### src/rtl/key_conditioner_if.sv
// Key conditioner bus: raw active-low keys in, debounced level and event strobes out.
interface key_conditioner_if #(
    parameter int NUM_KEYS = 4
);
    logic [NUM_KEYS-1:0] keys;           // raw buttons, 0 = pressed, asynchronous
    logic [NUM_KEYS-1:0] pressed;        // debounced level, 1 = held
    logic [NUM_KEYS-1:0] press_pulse;    // one-cycle strobe on accepted press
    logic [NUM_KEYS-1:0] release_pulse;  // one-cycle strobe on accepted release
    logic [NUM_KEYS-1:0] repeat_pulse;   // one-cycle strobe per auto-repeat while held

    // Board side / consumer: drives the raw keys and observes the events.
    modport master (
        output keys,
        input  pressed,
        input  press_pulse,
        input  release_pulse,
        input  repeat_pulse
    );

    // Conditioner side.
    modport slave (
        input  keys,
        output pressed,
        output press_pulse,
        output release_pulse,
        output repeat_pulse
    );
endinterface

### src/rtl/key_conditioner.sv
// Push-button front end: per-key 2-flop synchroniser, debounce counter and
// hold-to-repeat FSM. Produces clean clk-domain level and single-cycle
// press/release/repeat strobes. Keys are fully independent of each other.
module key_conditioner #(
    parameter int NUM_KEYS        = 4,
    parameter int DEBOUNCE_CYCLES = 1_000_000,
    parameter int REPEAT_DELAY    = 25_000_000,
    parameter int REPEAT_PERIOD   = 5_000_000
) (
    input  logic              clk,
    input  logic              rst,
    key_conditioner_if.slave  kif
);

    // Counter widths: the debounce counter only has to reach DEBOUNCE_CYCLES-1,
    // the repeat counter the larger of the two repeat intervals minus one.
    localparam int DB_W   = $clog2(DEBOUNCE_CYCLES);
    localparam int RP_MAX = (REPEAT_DELAY > REPEAT_PERIOD) ? REPEAT_DELAY : REPEAT_PERIOD;
    localparam int RP_W   = $clog2(RP_MAX);

    localparam logic [DB_W-1:0] DB_LAST  = DB_W'(DEBOUNCE_CYCLES - 1);
    localparam logic [RP_W-1:0] DLY_LAST = RP_W'(REPEAT_DELAY - 1);
    localparam logic [RP_W-1:0] PER_LAST = RP_W'(REPEAT_PERIOD - 1);

    typedef enum logic [1:0] {
        RPT_IDLE   = 2'd0,
        RPT_DELAY  = 2'd1,
        RPT_REPEAT = 2'd2
    } rpt_state_e;

    // Synchroniser chain; reset to '1' so a reset looks like all keys released.
    logic [NUM_KEYS-1:0] meta_q, meta_d;
    logic [NUM_KEYS-1:0] sync_q, sync_d;

    // Debounce state and registered event outputs.
    logic [DB_W-1:0]     db_cnt_q [NUM_KEYS];
    logic [DB_W-1:0]     db_cnt_d [NUM_KEYS];
    logic [NUM_KEYS-1:0] pressed_q, pressed_d;
    logic [NUM_KEYS-1:0] press_q, press_d;
    logic [NUM_KEYS-1:0] release_q, release_d;

    // Combinational accept strobes, shared by the debounce and repeat logic.
    logic [NUM_KEYS-1:0] press_acc;
    logic [NUM_KEYS-1:0] release_acc;

    // Repeat FSM state.
    rpt_state_e          rpt_state_q [NUM_KEYS];
    logic [RP_W-1:0]     rpt_cnt_q   [NUM_KEYS];
    logic [NUM_KEYS-1:0] repeat_q;

    // Two-stage synchroniser: only sync_q is ever looked at by downstream logic.
    always_comb begin
        meta_d = kif.keys;
        sync_d = meta_q;
    end

    // Debounce: count how long the synchronised level disagrees with the
    // accepted level; accept (toggle) once it has disagreed for the full window.
    always_comb begin
        press_acc   = '0;
        release_acc = '0;
        for (int i = 0; i < NUM_KEYS; i++) begin
            db_cnt_d[i] = '0;
            // Keys are active-low, so the candidate "pressed" level is ~sync.
            if (~sync_q[i] == pressed_q[i]) begin
                db_cnt_d[i] = '0;
            end else if (db_cnt_q[i] == DB_LAST) begin
                db_cnt_d[i]    = '0;
                press_acc[i]   = ~pressed_q[i];
                release_acc[i] =  pressed_q[i];
            end else begin
                db_cnt_d[i] = db_cnt_q[i] + DB_W'(1);
            end
        end
        // Exactly one of press/release can fire per key, so the level simply toggles.
        pressed_d = pressed_q ^ (press_acc | release_acc);
        press_d   = press_acc;
        release_d = release_acc;
    end

    // Synchroniser, debounce counters and level/press/release output registers.
    always_ff @(posedge clk) begin
        if (rst) begin
            meta_q    <= '1;
            sync_q    <= '1;
            pressed_q <= '0;
            press_q   <= '0;
            release_q <= '0;
            for (int i = 0; i < NUM_KEYS; i++) begin
                db_cnt_q[i] <= '0;
            end
        end else begin
            meta_q    <= meta_d;
            sync_q    <= sync_d;
            pressed_q <= pressed_d;
            press_q   <= press_d;
            release_q <= release_d;
            for (int i = 0; i < NUM_KEYS; i++) begin
                db_cnt_q[i] <= db_cnt_d[i];
            end
        end
    end

    // Hold-to-repeat FSM per key: wait REPEAT_DELAY after the press, then strobe
    // every REPEAT_PERIOD. A release always wins and suppresses that cycle's repeat.
    always_ff @(posedge clk) begin
        if (rst) begin
            repeat_q <= '0;
            for (int i = 0; i < NUM_KEYS; i++) begin
                rpt_state_q[i] <= RPT_IDLE;
                rpt_cnt_q[i]   <= '0;
            end
        end else begin
            for (int i = 0; i < NUM_KEYS; i++) begin
                repeat_q[i] <= 1'b0;
                if (release_acc[i]) begin
                    rpt_state_q[i] <= RPT_IDLE;
                    rpt_cnt_q[i]   <= '0;
                end else begin
                    case (rpt_state_q[i])
                        RPT_IDLE: begin
                            rpt_cnt_q[i] <= '0;
                            if (press_acc[i]) begin
                                rpt_state_q[i] <= RPT_DELAY;
                            end
                        end
                        RPT_DELAY: begin
                            if (rpt_cnt_q[i] == DLY_LAST) begin
                                repeat_q[i]    <= 1'b1;
                                rpt_state_q[i] <= RPT_REPEAT;
                                rpt_cnt_q[i]   <= '0;
                            end else begin
                                rpt_cnt_q[i] <= rpt_cnt_q[i] + RP_W'(1);
                            end
                        end
                        RPT_REPEAT: begin
                            if (rpt_cnt_q[i] == PER_LAST) begin
                                repeat_q[i]  <= 1'b1;
                                rpt_cnt_q[i] <= '0;
                            end else begin
                                rpt_cnt_q[i] <= rpt_cnt_q[i] + RP_W'(1);
                            end
                        end
                        default: begin
                            rpt_state_q[i] <= RPT_IDLE;
                            rpt_cnt_q[i]   <= '0;
                        end
                    endcase
                end
            end
        end
    end

    assign kif.pressed       = pressed_q;
    assign kif.press_pulse   = press_q;
    assign kif.release_pulse = release_q;
    assign kif.repeat_pulse  = repeat_q;

endmodule
### src/flat_wrapper.sv
// flat-port wrapper written by rule: the top's interface ports become plain ports
module key_conditioner_flat 
#(
    parameter int NUM_KEYS        = 4,
    parameter int DEBOUNCE_CYCLES = 1_000_000,
    parameter int REPEAT_DELAY    = 25_000_000,
    parameter int REPEAT_PERIOD   = 5_000_000
)
  (clk, rst, kif_keys, kif_pressed, kif_press_pulse, kif_release_pulse, kif_repeat_pulse);
  key_conditioner_if #(.NUM_KEYS(NUM_KEYS)) kif_i ();
  input  logic clk;
  input  logic rst;
  input wire logic [$bits(kif_i.keys)-1:0] kif_keys;
  output wire logic [$bits(kif_i.pressed)-1:0] kif_pressed;
  output wire logic [$bits(kif_i.press_pulse)-1:0] kif_press_pulse;
  output wire logic [$bits(kif_i.release_pulse)-1:0] kif_release_pulse;
  output wire logic [$bits(kif_i.repeat_pulse)-1:0] kif_repeat_pulse;
  assign kif_i.keys = kif_keys;
  assign kif_pressed = kif_i.pressed;
  assign kif_press_pulse = kif_i.press_pulse;
  assign kif_release_pulse = kif_i.release_pulse;
  assign kif_repeat_pulse = kif_i.repeat_pulse;
  key_conditioner #(.NUM_KEYS(NUM_KEYS), .DEBOUNCE_CYCLES(DEBOUNCE_CYCLES), .REPEAT_DELAY(REPEAT_DELAY), .REPEAT_PERIOD(REPEAT_PERIOD)) u_core (.clk(clk), .rst(rst), .kif(kif_i));
endmodule
### config.mk
export PLATFORM = sky130hd
export DESIGN_NAME = key_conditioner_flat
export DESIGN_NICKNAME = d
export VERILOG_FILES = /design/src/rtl/key_conditioner_if.sv /design/src/rtl/key_conditioner.sv /design/src/flat_wrapper.sv
export SDC_FILE = /design/constraint.sdc
export NUM_CORES = 1
export LEC_CHECK = 0
export ABC_AREA = 1
export CORE_AREA = 2 2 181 130
export DETAILED_ROUTE_END_ITERATION = 8
export DIE_AREA = 0 0 183 132
export GPL_TIMING_DRIVEN = 0
export HOLD_SLACK_MARGIN = 0.15
export PLACE_DENSITY = 0.76
export SETUP_SLACK_MARGIN = 0.2
export SKIP_CTS_REPAIR_TIMING = 1
export SYNTH_ARGS = -nofsm -noshare
export SYNTH_HDL_FRONTEND = slang
export SYNTH_SLANG_ARGS = --single-unit
### constraint.sdc
create_clock -name clk -period 7.4 [get_ports clk]
set_input_delay 1.11 -clock clk [delete_from_list [all_inputs] [get_ports clk]]
set_output_delay 1.11 -clock clk [all_outputs]
set_load 0.05 [all_outputs]
==> report_table.html, run 1 <==
<table>
<tr><th>Metric</th><th>Value</th></tr>
<tr><th colspan="2">Yosys</th></tr>
<tr><td>Cell type with the largest total area after synthesis</td><td>edfxtp_1</td></tr>
<tr><td>Yosys top cell area share</td><td>about 25%</td></tr>
<tr><td>Async SR Flop Fraction</td><td>0%</td></tr>
<tr><td>Mean post-synth cell area</td><td>between 7 and 8 sq um</td></tr>
<tr><td>Number of library cell types mapped by synthesis</td><td>42</td></tr>
<tr><td>EDFF count, synth</td><td>approximately 110</td></tr>
<tr><td>Sequential area share after synthesis</td><td>between 40% and 50%</td></tr>
<tr><td>Total standard cell area after synthesis</td><td>0.0128 sq mm</td></tr>
<tr><td>Yosys Warn Count</td><td>0</td></tr>
<tr><td>Cell count after synthesis</td><td>roughly 1.8k</td></tr>
<tr><td>Main synth FF type</td><td>edfxtp_1</td></tr>
<tr><td>Number of flip-flops and latches in the synthesized netlist</td><td>about 210</td></tr>
<tr><td>Most area-consuming cells after synthesis</td><td>edfxtp_1 25%, dfxtp_1 16%, nor2_1 12%</td></tr>
<tr><td>Total nets after synthesis</td><td>1790</td></tr>
<tr><th colspan="2">Floorplanning</th></tr>
<tr><td>Die X</td><td>around 180 um</td></tr>
<tr><td>Ports</td><td>22</td></tr>
<tr><td>Initial cell density of the core</td><td>57.2%</td></tr>
<tr><td>Die height</td><td>between 100 and 150 um</td></tr>
<tr><td>Num rows</td><td>46</td></tr>
<tr><td>Area of the die</td><td>between 0.02 and 0.025 sq mm</td></tr>
<tr><td>Placeable core region</td><td>between 0.02 and 0.025 sq mm</td></tr>
<tr><th colspan="2">Final layout</th></tr>
<tr><td>Count of nets after finishing</td><td>roughly 1.8k</td></tr>
<tr><td>Syn-to-layout area delta</td><td>10.5%</td></tr>
<tr><td>Post-route insts no fill</td><td>about 2.1k</td></tr>
<tr><td>Antenna diodes</td><td>0</td></tr>
<tr><td>Share of the core filled with cells in the final layout</td><td>63.2%</td></tr>
<tr><td>Share of layout cells above drive strength 1</td><td>6.59%</td></tr>
<tr><th colspan="2">Clock network</th></tr>
<tr><td>CTS root buf</td><td>clkbuf_16</td></tr>
<tr><td>Clock latency reported for the late side of the worst-skew pair</td><td>0.51 ns</td></tr>
<tr><td>Number of H-tree branching levels</td><td>1</td></tr>
<tr><td>Number of clock sinks</td><td>approximately 210</td></tr>
<tr><td>CTS Buffer Depth</td><td>3</td></tr>
<tr><td>Number of CTS-inserted buffers</td><td>22</td></tr>
<tr><td>CTS tree</td><td>built</td></tr>
<tr><td>Post-CTS clock slew at the launch and capture registers of the worst setup and hold paths</td><td>around 0.060 ns</td></tr>
<tr><th colspan="2">STA</th></tr>
<tr><td>Highest attainable clock frequency</td><td>247 MHz</td></tr>
<tr><td>Final critical path time including I/O delays and setup</td><td>~4.1 ns</td></tr>
<tr><td>Setup TNS</td><td>0 ns</td></tr>
<tr><td>Unrepaired setup endpoints after global routing</td><td>no</td></tr>
<tr><td>Tcrit/Tclk final</td><td>between 50% and 60%</td></tr>
<tr><td>Final Hold Viols</td><td>0</td></tr>
<tr><td>Setup clock skew after layout</td><td>0.0117 ns</td></tr>
<tr><td>Slew HR</td><td>~16%</td></tr>
<tr><td>Final setup viols</td><td>0</td></tr>
<tr><td>Worst hold slack</td><td>approximately 0.4 ns</td></tr>
<tr><td>Actual slew at the worst max-slew pin</td><td>between 1 and 1.5 ns</td></tr>
<tr><td>Final number of max-transition violations</td><td>0</td></tr>
<tr><th colspan="2">Placement</th></tr>
<tr><td>Final RePlAce weighted congestion</td><td>between 0.9 and 1</td></tr>
<tr><td>Placed instance count</td><td>a little over 2k</td></tr>
<tr><td>Total half-perimeter wirelength after legalization and detailed placement</td><td>around 21000 um</td></tr>
<tr><td>Quantity of I/O buffers inserted on ports</td><td>21</td></tr>
<tr><th colspan="2">Critical path</th></tr>
<tr><td>Top fanout value on the critical path</td><td>25</td></tr>
<tr><td>Setup crit start kind</td><td>input port</td></tr>
<tr><td>Worst Path Required</td><td>roughly 7.3 ns</td></tr>
<tr><td>Data arrival time of the worst path</td><td>3.96 ns</td></tr>
<tr><td>Type of destination of the critical path</td><td>flop</td></tr>
<tr><td>Critical path class</td><td>in2reg</td></tr>
<tr><th colspan="2">Detailed routing</th></tr>
<tr><td>DRC Markers</td><td>0</td></tr>
<tr><td>Drt via density</td><td>5.28</td></tr>
<tr><td>DRT Pass-1 Iters</td><td>5</td></tr>
<tr><td>DRC marker count from the first detailed-route iteration</td><td>around 940</td></tr>
<tr><td>Wire length reported by the detailed router</td><td>28600 um</td></tr>
<tr><td>Antenna Violating Nets Remaining</td><td>0</td></tr>
<tr><td>Total via count after detailed routing</td><td>between 10k and 15k</td></tr>
<tr><td>Routed length per instance</td><td>approximately 14 um</td></tr>
<tr><th colspan="2">GRT</th></tr>
<tr><td>Pin count of the biggest net entering global routing</td><td>26</td></tr>
<tr><td>Overflow left after global routing</td><td>0</td></tr>
<tr><td>Global-route wire length before repair</td><td>~49000 um</td></tr>
<tr><td>Global routing usage summed across all routing layers</td><td>between 20% and 30%</td></tr>
<tr><td>Initial antenna violation count</td><td>0</td></tr>
<tr><td>Number of global-route vias before repair</td><td>10.2k</td></tr>
<tr><th colspan="2">Power</th></tr>
<tr><td>Overall Power</td><td>roughly 2.6 mW</td></tr>
<tr><td>Leakage power summed over all cells</td><td>5.46 nW</td></tr>
<tr><td>Max VDD drop</td><td>~0.16 mV</td></tr>
<tr><td>Power per Cell Area</td><td>approximately 190 mW/mm^2</td></tr>
<tr><th colspan="2">Job</th></tr>
<tr><td>Max-cap violations</td><td>0</td></tr>
<tr><th colspan="2">Hold path</th></tr>
<tr><td>Type of the tightest min-delay check</td><td>reg2reg</td></tr>
<tr><th colspan="2">Status</th></tr>
<tr><td>Result of the run</td><td>completed</td></tr>
</table>
-- cells in the mapped netlist (all sizes together), types with 9 or more instances --
master  count
a21oi      33
buf        33
dfxtp     104
edfxtp    108
ha         24
inv       214
nand2     383
nand3     181
nand3b     10
nand4      58
nor2      402
nor3       47
nor3b       9
or2        25
xnor2      28
xor2       70
-- sequential cells by signal (all words and copies together), names as in the netlist, named ones only --
signal                    count
u_core.db_cnt_q              80
u_core.sync_q                 4
u_core.meta_q                 4
u_core.kif.release_pulse      4
u_core.rpt_state_q            8
u_core.kif.repeat_pulse       4
u_core.rpt_cnt_q            100
u_core.kif.press_pulse        4
-- cell usage in the layout, fill, tap and decap left out, types with 28 or more instances in the layout --
master / n
nor3_1: 44
dfxtp_1: 104
xor2_1: 70
nand3_1: 177
nand2_1: 376
a21oi_1: 30
inv_1: 212
nand4_1: 56
nor2_1: 397
xnor2_1: 28
edfxtp_1: 108
-- cell type report --
type                       instances  area [sq um]
buffer                            36           241
clock buffer                      34           711
clock inverter                     6          56.3
fill                            2008          8220
inverter                         215           807
multi-input combinational       1297          6400
sequential                       212          5330
tap                              288           360
timing repair buffer              21           210
-- report_power, final --
group	switching (mW)	leakage (nW)	internal (mW)
Sequential	0.0406	2.08	1.27
Clock	0.461	0.384	0.697
Combinational	0.0966	3.00	0.0513
Total	0.599	5.46	2.02
-- metrics by stage --
stage	setup slack, ns	area, sq um
finish	3.35	14100
floorplan	4.52	12800
detailed placement	2.86	13300
CTS	3.32	14100
global placement	2.91	13300
global route	3.11	14100
-- cells by family (layout without fill, tap and decap cells) --
family,after synthesis,in the layout,share of synthesized area [%]
simple gates,1122,1122,38.5
buf+inv,251,312,8.21
flops,212,212,41.7
xor+xnor,98,98,6.72
compound gates,53,53,2.57
fa+ha+maj,24,24,2.35
-- critical path, cell delays in order --
cell	delay (ns)
clkdlybuf4s50_1	0.68
inv_1	0.17
clkbuf_1	0.57
nand3_1	0.21
nor2_1	0.28
nand3_1	0.91
-- final timing paths --
check	depth (start not counted)	from	end	slack [ns]
worst max register to register	7	u_core.db_cnt_q[0][0]$_SDFF_PP0_	u_core.rpt_cnt_q[0][8]$_SDFFCE_PP0P_	4.16
worst min register to register	1	u_core.meta_q[1]$_SDFF_PP1_	u_core.sync_q[1]$_SDFF_PP1_	0.41
worst min-delay path	1	u_core.meta_q[1]$_SDFF_PP1_	u_core.sync_q[1]$_SDFF_PP1_	0.41
worst max-delay path	6	rst	u_core.rpt_cnt_q[3][17]$_SDFFCE_PP0P_	3.35
-- per-layer routing --
metal / wire length (um) / vias to the layer above / part of all wire [%] / track usage, %
met5: 0 / - / 0 / 0
met4: 413 / 0 / 1.4 / 4.62
met2: 11800 / 342 / 41 / 36.1
met3: 1970 / 30 / 6.9 / 3.20
li1: - / 5760 / - / -
met1: 14500 / 5004 / 51 / 36.8
Note: power is estimated with default switching activity, not from simulation.
==> run 2: changes to the inputs <==
==> constraint.sdc (replaced) <==
create_clock -name clk -period 3.76 [get_ports clk]
set_input_delay 0.564 -clock clk [delete_from_list [all_inputs] [get_ports clk]]
set_output_delay 0.564 -clock clk [all_outputs]
set_load 0.05 [all_outputs]
==> report_table.html, run 2 (synthesis gave the netlist of run 1 again) <==
<table>
<tr><th>Metric</th><th>Value</th></tr>
<tr><th colspan="2">Status</th></tr>
<tr><td>Result of the run</td><td>completed</td></tr>
<tr><th colspan="2">STA</th></tr>
<tr><td>Actual slew at the worst max-slew pin</td><td>1.24 ns (-0.0171 ns)</td></tr>
<tr><td>Final number of max-transition violations</td><td>0 (unchanged)</td></tr>
<tr><td>Setup clock skew after layout</td><td>0.0112 ns (-0.000520 ns)</td></tr>
<tr><td>Highest attainable clock frequency</td><td>~300 MHz</td></tr>
<tr><td>Setup TNS</td><td>0 ns (unchanged)</td></tr>
<tr><td>Final critical path time including I/O delays and setup</td><td>roughly 3.3 ns</td></tr>
<tr><td>Final Hold Viols</td><td>0 (unchanged)</td></tr>
<tr><td>Worst Setup Slack, final</td><td>0.471 ns (-2.88 ns)</td></tr>
<tr><td>Unrepaired setup endpoints after global routing</td><td>no</td></tr>
<tr><td>Final setup viols</td><td>0 (unchanged)</td></tr>
<tr><td>Slew HR</td><td>17.4% (+1.1 points)</td></tr>
<tr><td>Tcrit/Tclk final</td><td>between 80% and 90%</td></tr>
<tr><th colspan="2">Power</th></tr>
<tr><td>Power per Cell Area</td><td>365 mW/mm^2 (+97%)</td></tr>
<tr><td>Leakage power summed over all cells</td><td>5.46 nW (about the same)</td></tr>
<tr><td>Max VDD drop</td><td>0.323 mV (+97%)</td></tr>
<tr><th colspan="2">Placement</th></tr>
<tr><td>Quantity of I/O buffers inserted on ports</td><td>21 (unchanged)</td></tr>
<tr><td>Placed instance count</td><td>2069 (unchanged)</td></tr>
<tr><td>Total half-perimeter wirelength after legalization and detailed placement</td><td>20900 um (unchanged)</td></tr>
<tr><td>Worst-case setup slack after placement</td><td>-0.236 ns (-3.09 ns)</td></tr>
<tr><td>Final RePlAce weighted congestion</td><td>0.957 (unchanged)</td></tr>
<tr><th colspan="2">Final layout</th></tr>
<tr><td>Largest registers</td><td>u_core.rpt_cnt_q x100, u_core.db_cnt_q x80, u_core.rpt_state_q x8</td></tr>
<tr><td>Filler cells</td><td>2009 (+0.050%)</td></tr>
<tr><td>Count of nets after finishing</td><td>1835 (unchanged)</td></tr>
<tr><td>Number of flip-flops in the largest register</td><td>100 (unchanged)</td></tr>
<tr><td>Share of layout cells above drive strength 1</td><td>6.64% (+0.055 points)</td></tr>
<tr><td>Syn-to-layout area delta</td><td>10.5% (about the same)</td></tr>
<tr><td>Commonest non-fill, non-tap cell in the layout</td><td>nor2_1</td></tr>
<tr><td>Share of the core filled with cells in the final layout</td><td>63.2% (about the same)</td></tr>
<tr><td>Commonest non-fill, non-tap cells in the layout</td><td>397 x nor2_1, 376 x nand2_1, 212 x inv_1</td></tr>
<tr><td>Sequential cell area</td><td>0.00533 sq mm (unchanged)</td></tr>
<tr><td>Register with the most flip-flops</td><td>u_core.rpt_cnt_q</td></tr>
<tr><td>Multi-input combinational cell area</td><td>0.00641 sq mm (about the same)</td></tr>
<tr><td>Antenna diodes</td><td>0 (unchanged)</td></tr>
<tr><td>Post-route insts no fill</td><td>2109 (unchanged)</td></tr>
<tr><th colspan="2">Clock network</th></tr>
<tr><td>Clock latency reported for the late side of the worst-skew pair</td><td>0.51 ns (about the same)</td></tr>
<tr><td>Number of H-tree branching levels</td><td>1 (unchanged)</td></tr>
<tr><td>Post-CTS clock slew at the launch and capture registers of the worst setup and hold paths</td><td>0.06 ns (about the same)</td></tr>
<tr><td>Number of clock sinks</td><td>212 (unchanged)</td></tr>
<tr><td>CTS tree</td><td>built</td></tr>
<tr><td>CTS Buffer Depth</td><td>3 (unchanged)</td></tr>
<tr><td>Number of CTS-inserted buffers</td><td>22 (unchanged)</td></tr>
<tr><td>CTS root buf</td><td>clkbuf_16</td></tr>
<tr><th colspan="2">GRT</th></tr>
<tr><td>Global-route wire length before repair</td><td>48600 um (unchanged)</td></tr>
<tr><td>Initial antenna violation count</td><td>0 (unchanged)</td></tr>
<tr><td>Overflow left after global routing</td><td>0 (unchanged)</td></tr>
<tr><td>Number of global-route vias before repair</td><td>10.2k (unchanged)</td></tr>
<tr><td>Global routing usage summed across all routing layers</td><td>23.9% (unchanged)</td></tr>
<tr><td>Pin count of the biggest net entering global routing</td><td>26 (unchanged)</td></tr>
<tr><th colspan="2">Critical path</th></tr>
<tr><td>Kind of cell with the highest combined delay on the critical path</td><td>buffers and inverters</td></tr>
<tr><td>Cells along the critical path</td><td>clkdlybuf4s50_1 -&gt; clkbuf_1 -&gt; a21oi_4 -&gt; buf_6 -&gt; nand3_1</td></tr>
<tr><td>Critical path class</td><td>in2reg</td></tr>
<tr><td>R2R Setup Slk</td><td>0.52 ns (-3.64 ns)</td></tr>
<tr><td>Number of buffer and inverter stages on the critical path</td><td>3 (unchanged)</td></tr>
<tr><td>Largest stage delay on the critical path</td><td>0.85 ns (-0.06 ns)</td></tr>
<tr><td>Top fanout value on the critical path</td><td>25 (unchanged)</td></tr>
<tr><td>Type of destination of the critical path</td><td>flop</td></tr>
<tr><td>Data arrival time of the worst path</td><td>3.20 ns (-0.76 ns)</td></tr>
<tr><td>Setup crit start kind</td><td>input port</td></tr>
<tr><td>Worst Path Required</td><td>3.67 ns (-3.64 ns)</td></tr>
<tr><td>Slowest stage cell on the critical path</td><td>nand3_1</td></tr>
<tr><th colspan="2">Job</th></tr>
<tr><td>Max-cap violations</td><td>0 (unchanged)</td></tr>
<tr><th colspan="2">Detailed routing</th></tr>
<tr><td>DRC marker count from the first detailed-route iteration</td><td>972 (+3.3%)</td></tr>
<tr><td>DRC Markers</td><td>0 (unchanged)</td></tr>
<tr><td>Wire length reported by the detailed router</td><td>28600 um (about the same)</td></tr>
<tr><td>Drt via density</td><td>5.26 (-0.44%)</td></tr>
<tr><td>DRT Pass-1 Iters</td><td>5 (unchanged)</td></tr>
<tr><td>Antenna Violating Nets Remaining</td><td>0 (unchanged)</td></tr>
<tr><td>Routed length per instance</td><td>13.6 um (about the same)</td></tr>
<tr><td>Total via count after detailed routing</td><td>11.1k (-0.44%)</td></tr>
<tr><th colspan="2">Floorplanning</th></tr>
<tr><td>Die height</td><td>132 um (unchanged)</td></tr>
<tr><td>Initial cell density of the core</td><td>57.2% (unchanged)</td></tr>
<tr><td>Num rows</td><td>46 (unchanged)</td></tr>
<tr><td>Area of the die</td><td>0.0242 sq mm (unchanged)</td></tr>
<tr><td>Die X</td><td>183 um (unchanged)</td></tr>
<tr><td>Placeable core region</td><td>0.0223 sq mm (unchanged)</td></tr>
<tr><td>Ports</td><td>22 (unchanged)</td></tr>
<tr><th colspan="2">Hold path</th></tr>
<tr><td>Type of the tightest min-delay check</td><td>reg2reg</td></tr>
</table>
## run 2: cell types whose count changed in the layout (fill, tap and decap cells not counted)
cell / delta
nand3_2: +1
nand3_1: -1
## run 2: layer usage
metal | wire length, um | track usage (%)
met1 | 14700 | 36.8
met3 | 1730 | 3.20
met5 | 0 | 0
met2 | 11800 | 36.1
met4 | 414 | 4.62
## run 2: final timing paths
path	from	end	depth (start not counted)
setup / recovery	rst	u_core.rpt_cnt_q[2][14]$_SDFFCE_PP0P_	5
hold / removal	u_core.meta_q[1]$_SDFF_PP1_	u_core.sync_q[1]$_SDFF_PP1_	1
setup reg to reg	u_core.db_cnt_q[0][0]$_SDFF_PP0_	u_core.rpt_cnt_q[0][14]$_SDFFCE_PP0P_	7
hold reg to reg	u_core.meta_q[1]$_SDFF_PP1_	u_core.sync_q[1]$_SDFF_PP1_	1
## run 2: through the flow
stage | power, mW | instance area, sq um | hold slack, ns
finish | 5.15 | 14100 | 0.407
global placement | 2.91 | 13300 | 0.394
floorplan | 2.82 | 12800 | 0.389
detailed placement | 2.91 | 13300 | 0.395
global route | 5.33 | 14100 | 0.417
CTS | 5.20 | 14100 | 0.409
## run 2: final cells by class
class                      instances  share of cell area [%]
clock inverter                     6                   0.399
timing repair buffer              21                    1.49
sequential                       212                    37.7
inverter                         215                    5.72
buffer                            36                    1.71
clock buffer                      34                    5.03
multi-input combinational       1297                    45.4
tap                              288                    2.55
## run 2: power breakdown
group	switching, mW	internal [mW]	leakage, nW
clock	0.908	1.37	0.384
combinational	0.190	0.101	3.00
sequential	0.0797	2.50	2.08
total	1.18	3.97	5.46
==> run 3: changes to the inputs <==
--- a/config.mk
+++ b/config.mk
@@ -7,12 +7,12 @@
 export LEC_CHECK = 0
 export ABC_AREA = 1
 export CORE_AREA = 2 2 181 130
+export CTS_CLUSTER_DIAMETER = 80
 export DETAILED_ROUTE_END_ITERATION = 8
 export DIE_AREA = 0 0 183 132
 export GPL_TIMING_DRIVEN = 0
 export HOLD_SLACK_MARGIN = 0.15
 export PLACE_DENSITY = 0.76
-export SETUP_SLACK_MARGIN = 0.2
 export SKIP_CTS_REPAIR_TIMING = 1
 export SYNTH_ARGS = -nofsm -noshare
 export SYNTH_HDL_FRONTEND = slang
==> results of run 3 <==
The final DEF is identical to that of run 1. Status: completed.
Among the figures that moved: setup slack after placement 2.86 ns -> -0.236 ns; setup slack after layout 3.35 ns -> 0.255 ns; register-to-register setup slack 4.16 ns -> 0.52 ns; total power 2.62 mW -> 5.15 mW; worst IR drop on VDD 0.164 mV -> 0.323 mV
